===== src/rtl/transmitter_spi_if.sv =====
// Parallel-side and serial-side signals of the SPI master.
// The master modport is the transmitter's own view; slave is the view of whoever drives it.
interface transmitter_spi_if #(
  parameter int DATA_W = 8
) ();
  logic              CKP;
  logic              CPH;
  logic              start;
  logic [DATA_W-1:0] data_in;
  logic              MISO;
  logic              SCK;
  logic              SS;
  logic              MOSI;
  logic [DATA_W-1:0] data_out;
  logic              busy;
  logic              done;

  modport master (
    input  CKP, CPH, start, data_in, MISO,
    output SCK, SS, MOSI, data_out, busy, done
  );

  modport slave (
    output CKP, CPH, start, data_in, MISO,
    input  SCK, SS, MOSI, data_out, busy, done
  );
endinterface


===== src/rtl/transmitter_spi.sv =====
// Full-duplex SPI master, one DATA_W-bit frame per start, all four CKP/CPH modes.
// Define TRANSMITTER_SPI_MSB_FIRST_EN for MSB-first framing (default is LSB first).
module transmitter_spi #(
  parameter int DATA_W      = 8,
  parameter int HALF_PERIOD = 2
) (
  input logic               clk,
  input logic               rst,
  transmitter_spi_if.master bus
);
  localparam int PW = (HALF_PERIOD > 1) ? $clog2(HALF_PERIOD) : 1;
  localparam int HW = $clog2(2 * DATA_W + 3);
  localparam logic [PW-1:0] PH_LAST     = PW'(HALF_PERIOD - 1);
  localparam logic [HW-1:0] H_LAST_TGL  = HW'(2 * DATA_W);
  localparam logic [HW-1:0] H_END_SHIFT = HW'(2 * DATA_W + 1);

  typedef enum logic [2:0] {IDLE, SETUP, SHIFT, HOLD, DONE} state_t;

  state_t            state, state_nx;
  logic [PW-1:0]     ph_cnt;
  logic [HW-1:0]     h_cnt;
  logic [HW-1:0]     h_nx;
  logic              tick, toggle, lead, trail, accept, finish;
  logic              ckp_l, cph_l, sck_lvl, ss, mosi, busy, done;
  logic [DATA_W-1:0] tx, rx, data_out;

  function automatic logic out_bit(input logic [DATA_W-1:0] w);
`ifdef TRANSMITTER_SPI_MSB_FIRST_EN
    return w[DATA_W-1];
`else
    return w[0];
`endif
  endfunction

  function automatic logic [DATA_W-1:0] tx_shift(input logic [DATA_W-1:0] w);
`ifdef TRANSMITTER_SPI_MSB_FIRST_EN
    return w << 1;
`else
    return w >> 1;
`endif
  endfunction

  function automatic logic [DATA_W-1:0] rx_shift(input logic [DATA_W-1:0] w, input logic b);
`ifdef TRANSMITTER_SPI_MSB_FIRST_EN
    return {w[DATA_W-2:0], b};
`else
    return {b, w[DATA_W-1:1]};
`endif
  endfunction

  // h_cnt counts completed SCK half periods since acceptance; edge events key off h_nx.
  always_comb begin
    state_nx = state;
    tick     = (ph_cnt == PH_LAST);
    h_nx     = h_cnt + HW'(1);
    accept   = (state == IDLE) && bus.start;
    toggle   = ((state == SETUP) || (state == SHIFT)) && tick && (h_nx <= H_LAST_TGL);
    lead     = toggle && h_nx[0];
    trail    = toggle && !h_nx[0];
    finish   = (state == HOLD) && tick;
    case (state)
      IDLE:    if (accept) state_nx = SETUP;
      SETUP:   if (tick) state_nx = SHIFT;
      SHIFT:   if (tick && (h_nx == H_END_SHIFT)) state_nx = HOLD;
      HOLD:    if (tick) state_nx = DONE;
      DONE:    state_nx = IDLE;
      default: state_nx = IDLE;
    endcase
  end

  always_ff @(posedge clk or posedge rst) begin
    if (rst) state <= IDLE;
    else     state <= state_nx;
  end

  always_ff @(posedge clk or posedge rst) begin
    if (rst) begin
      ph_cnt <= '0;
      h_cnt  <= '0;
    end else if ((state == SETUP) || (state == SHIFT) || (state == HOLD)) begin
      if (tick) begin
        ph_cnt <= '0;
        h_cnt  <= h_nx;
      end else begin
        ph_cnt <= ph_cnt + PW'(1);
      end
    end else begin
      ph_cnt <= '0;
      h_cnt  <= '0;
    end
  end

  // Mode and word are latched at acceptance so mid-frame input changes cannot disturb the frame.
  always_ff @(posedge clk or posedge rst) begin
    if (rst) begin
      ckp_l    <= 1'b0;
      cph_l    <= 1'b0;
      sck_lvl  <= 1'b0;
      ss       <= 1'b1;
      mosi     <= 1'b0;
      busy     <= 1'b0;
      done     <= 1'b0;
      tx       <= '0;
      rx       <= '0;
      data_out <= '0;
    end else begin
      done <= 1'b0;
      if (accept) begin
        ckp_l   <= bus.CKP;
        cph_l   <= bus.CPH;
        sck_lvl <= 1'b0;
        ss      <= 1'b0;
        busy    <= 1'b1;
        rx      <= '0;
        if (bus.CPH) begin
          tx   <= bus.data_in;
          mosi <= 1'b0;
        end else begin
          tx   <= tx_shift(bus.data_in);
          mosi <= out_bit(bus.data_in);
        end
      end else begin
        if (toggle) sck_lvl <= ~sck_lvl;
        if (lead) begin
          if (cph_l) begin
            mosi <= out_bit(tx);
            tx   <= tx_shift(tx);
          end else begin
            rx <= rx_shift(rx, bus.MISO);
          end
        end
        if (trail) begin
          if (cph_l) begin
            rx <= rx_shift(rx, bus.MISO);
          end else if (h_nx != H_LAST_TGL) begin
            mosi <= out_bit(tx);
            tx   <= tx_shift(tx);
          end
        end
        if (finish) begin
          ss       <= 1'b1;
          busy     <= 1'b0;
          done     <= 1'b1;
          mosi     <= 1'b0;
          data_out <= rx;
        end
      end
    end
  end

  // In IDLE the clock idle level tracks CKP live; during a frame the latched polarity is used.
  assign bus.SCK      = (state == IDLE) ? bus.CKP : (ckp_l ^ sck_lvl);
  assign bus.SS       = ss;
  assign bus.MOSI     = mosi;
  assign bus.busy     = busy;
  assign bus.done     = done;
  assign bus.data_out = data_out;
endmodule

===== src/flat_wrapper.sv =====
// flat-port wrapper written by rule: the top's interface ports become plain ports
module transmitter_spi_flat 
#(
  parameter int DATA_W      = 8,
  parameter int HALF_PERIOD = 2
)
  (clk, rst, bus_CKP, bus_CPH, bus_start, bus_data_in, bus_MISO, bus_SCK, bus_SS, bus_MOSI, bus_data_out, bus_busy, bus_done);
  transmitter_spi_if #(.DATA_W(DATA_W)) bus_i ();
  input logic clk;
  input logic rst;
  input wire logic [$bits(bus_i.CKP)-1:0] bus_CKP;
  input wire logic [$bits(bus_i.CPH)-1:0] bus_CPH;
  input wire logic [$bits(bus_i.start)-1:0] bus_start;
  input wire logic [$bits(bus_i.data_in)-1:0] bus_data_in;
  input wire logic [$bits(bus_i.MISO)-1:0] bus_MISO;
  output wire logic [$bits(bus_i.SCK)-1:0] bus_SCK;
  output wire logic [$bits(bus_i.SS)-1:0] bus_SS;
  output wire logic [$bits(bus_i.MOSI)-1:0] bus_MOSI;
  output wire logic [$bits(bus_i.data_out)-1:0] bus_data_out;
  output wire logic [$bits(bus_i.busy)-1:0] bus_busy;
  output wire logic [$bits(bus_i.done)-1:0] bus_done;
  assign bus_i.CKP = bus_CKP;
  assign bus_i.CPH = bus_CPH;
  assign bus_i.start = bus_start;
  assign bus_i.data_in = bus_data_in;
  assign bus_i.MISO = bus_MISO;
  assign bus_SCK = bus_i.SCK;
  assign bus_SS = bus_i.SS;
  assign bus_MOSI = bus_i.MOSI;
  assign bus_data_out = bus_i.data_out;
  assign bus_busy = bus_i.busy;
  assign bus_done = bus_i.done;
  transmitter_spi #(.DATA_W(DATA_W), .HALF_PERIOD(HALF_PERIOD)) u_core (.clk(clk), .rst(rst), .bus(bus_i));
endmodule

===== config.mk =====
export PLATFORM = sky130hd
export DESIGN_NAME = transmitter_spi_flat
export DESIGN_NICKNAME = d
export VERILOG_FILES = /design/src/rtl/transmitter_spi_if.sv /design/src/rtl/transmitter_spi.sv /design/src/flat_wrapper.sv
export SDC_FILE = /design/constraint.sdc
export NUM_CORES = 1
export LEC_CHECK = 0
export CAP_MARGIN = 15
export CORE_AREA = 2 2 71 73
export DETAILED_ROUTE_END_ITERATION = 12
export DIE_AREA = 0 0 73 75
export PLACE_DENSITY = 0.76
export SLEW_MARGIN = 10
export SYNTH_ARGS = -nofsm -noshare
export SYNTH_HDL_FRONTEND = slang
export SYNTH_SLANG_ARGS = --single-unit

===== constraint.sdc =====
create_clock -name clk -period 3.25 [get_ports clk]
set_clock_uncertainty 0.2 [all_clocks]
set_input_delay 0.65 -clock clk [delete_from_list [all_inputs] [get_ports clk]]
set_output_delay 0.65 -clock clk [all_outputs]
set_load 0.005 [all_outputs]

==> reports/qor.yml <==
hold_path_class: "reg2reg"
power.leakage_nw: 1.08
r2r_setup_slack_ns: 0.70
slew_headroom: 0.532
netlist_instances: 225
clockBufferDepth: 2
rsz0062_at_grt: "false"
antenna_cells: 0
synth_area_sq_um: 2080
grt_pass1_vias: 1646
setup.worst_path.end_class: "primary output"
drv_slew: 0
htree_levels: 2
die_x_um: 73
layout-drive-gt1-share: 0.0691
power_density_nw_per_um2: 859
start_util: 0.446
crit_type: "reg2out"
synth_top_cell_by_area: "dfrtp_1"
io_buffers: 26
cts_root_buffer: "clkbuf_8"
worstSkewPairLatency_ns: 0.31
grt_pass1_wl_mm: 7.33
path_clk_slew_ns: 0.09
cts_buffers: 5
syn2layout_area_growth_pct: 18.2
tightestPinTransition_ns: 0.701
path_buf_inv: 1
multiInputGateArea_sq_um: 963
clock_sinks: 40
yosysWarningCount: 0
vias: 1684
track_usage: 0.176
seq_area_sq_um: 1000
finalCritPeriodShare: 0.841
cts-hold-fix-buffers: 0
setup_violations: 0
hold_viol_final: 0
wl_mm: 4.25
worstPathArrival_ns: 1.88
ant_nets: 0
dpl.hpwl_mm: 2.82
cts_resized: 0
n_fill_cell: 435
ys.flop_type: "dfrtp_1"
critPathLaunchType: "flop"
ys_top_cells_by_area: "dfrtp_1 47%, nand2_1 8.1%, o211ai_1 4.7%, mux2i_1 3.9%, a21oi_1 2.9%"
fp.coreArea_sq_um: 4660
drt_iter0_drc: 167
async_reset_ff_frac: 1.00
finalWeightedCongestion: 0.797
antenna_found_initial: 0
overflow: 0
max_stage_delay_ns: 0.51
drv_cap: 0
dieArea_sq_um: 5480
cp_top_family: "simple AND/OR/NAND/NOR gates"
drc: 0
status: "finished, final reports clean"
critPathMaxFanout: 7
syn_avg_cell_area_sq_um: 9.24
ys_types: 40
cts_tree: "built"
final.setup.tns_ns: 0
row_count: 25
ys_ff_latch: 40
grt_max_degree: 41
dp_slack_ns: 0.612
ys_seq_area_frac: 0.482
firstDrtPassIters: 4
cts_setup_buffers: 0
synth_fp_nets: 242
nNetsFinal: 262
cp.required_ns: 2.40
num_io_pins: 27
synth_edf_count: 0
crit_chain: "nor3_1 > nand2_1 > o21ai_0 > clkdlybuf4s50_1"
fp.dieH_um: 75
ir_worst_vdd_mv: 0.354
min_period_ns: 2.73
synth_top_area_frac: 0.470
crit_slowest_cell: "clkdlybuf4s50_1"
viasPerCell: 5.61
fmax_ghz: 0.366
wire_per_inst_um: 14.2
setup_ws_ns: 0.517
[flip-flops by register name, summed over array words and instances, names as in the netlist]
signal,flops
u_core.bus.MOSI,1
u_core.bus.SS,1
u_core.bus.busy,1
u_core.bus.data_out,8
u_core.bus.done,1
u_core.ckp_l,1
u_core.cph_l,1
u_core.h_cnt,5
u_core.ph_cnt,1
u_core.rx,8
u_core.sck_lvl,1
u_core.state,3
u_core.tx,8
[stage by stage]
stage	total power [mW]	hold WS, ns	cells	area (sq um)	utilization
global placement	1.66	0.250	292	2340	0.503
finish	2.11	0.269	300	2460	0.527
global route	2.29	0.290	300	2460	0.527
floorplan	1.40	0.232	225	2080	-
detailed placement	1.69	0.255	292	2340	0.503
CTS	2.12	0.276	300	2460	0.527
[kinds of logic after synthesis]
family / Yosys count / synth area share
and+or+nand+nor: 89 / 0.199
AOI/OAI and AO/OA: 54 / 0.179
DFF: 40 / 0.482
buffers and inverters: 24 / 0.0542
muxes: 8 / 0.0385
xor gates and xnor gates: 7 / 0.0295
adders and majority gates: 3 / 0.0181
[final cells by class]
| type | instances | share of cell area |
|---|---|---|
| clock buffer | 5 | 0.0280 |
| sequential | 40 | 0.408 |
| inverter | 9 | 0.0137 |
| timing repair buffer | 28 | 0.112 |
| clock inverter | 3 | 0.0188 |
| tap | 54 | 0.0275 |
| multi-input combinational | 161 | 0.392 |
[synth_stat cells (all sizes together) (2+ instances only)]
master / number
nand2: 45
dfrtp: 39
o211ai: 14
a21oi: 12
nand3: 12
o21ai: 12
nor2: 11
clkbuf: 10
inv: 9
and2: 8
mux2i: 8
o22a: 7
buf: 5
xnor2: 5
ha: 3
nand2b: 2
nand4: 2
o2111ai: 2
o32ai: 2
or3: 2
xor2: 2
[cell usage in the layout (no fill, tap or decap), types with 2 or more instances in the layout]
| cell type | count |
|---|---|
| buf_4 | 2 |
| o211ai_1 | 13 |
| a21oi_1 | 12 |
| o22a_1 | 3 |
| o2111ai_1 | 2 |
| clkdlybuf4s50_1 | 26 |
| o21ai_0 | 12 |
| inv_1 | 9 |
| nor2_1 | 11 |
| o32ai_1 | 2 |
| clkbuf_8 | 5 |
| mux2i_1 | 8 |
| xor2_1 | 2 |
| nand3_1 | 12 |
| nand2b_1 | 2 |
| nand4_1 | 2 |
| ha_1 | 3 |
| nand2_1 | 45 |
| and2_1 | 8 |
| o22a_2 | 4 |
| xnor2_1 | 5 |
| dfrtp_1 | 39 |
[final timing paths]
kind | end | depth (start not counted) | startpoint
max reg2reg | u_core.tx[5] | 5 | u_core.state[0]
min | u_core.bus.data_out[0] | 2 | u_core.rx[0]
min reg2reg | u_core.bus.data_out[0] | 2 | u_core.rx[0]
max in group asynchronous | u_core.bus.SS | 3 | rst
max | bus_SCK | 4 | u_core.state[2]
min in group asynchronous | u_core.bus.done | 3 | rst
[layer usage]
metal,vias up,global-route usage,part of all wire
li1,823,-,-
met1,816,0.219,0.47
met2,39,0.289,0.48
met3,6,0.0522,0.041
met4,0,0.0679,0.013
met5,-,0,0
[worst min-delay path, cell delays in order, from the launching register on]
cell and delay [ns]:
dfrtp_1 0.35, nand2_1 0.05, nand2_1 0.05
[power breakdown]
| group | switching [mW] | internal [mW] | total [mW] |
|---|---|---|---|
| combinational | 0.419 | 0.407 | 0.827 |
| sequential | 0.158 | 0.701 | 0.860 |
| clock | 0.192 | 0.231 | 0.423 |
Power figures use the tool's default switching activity.
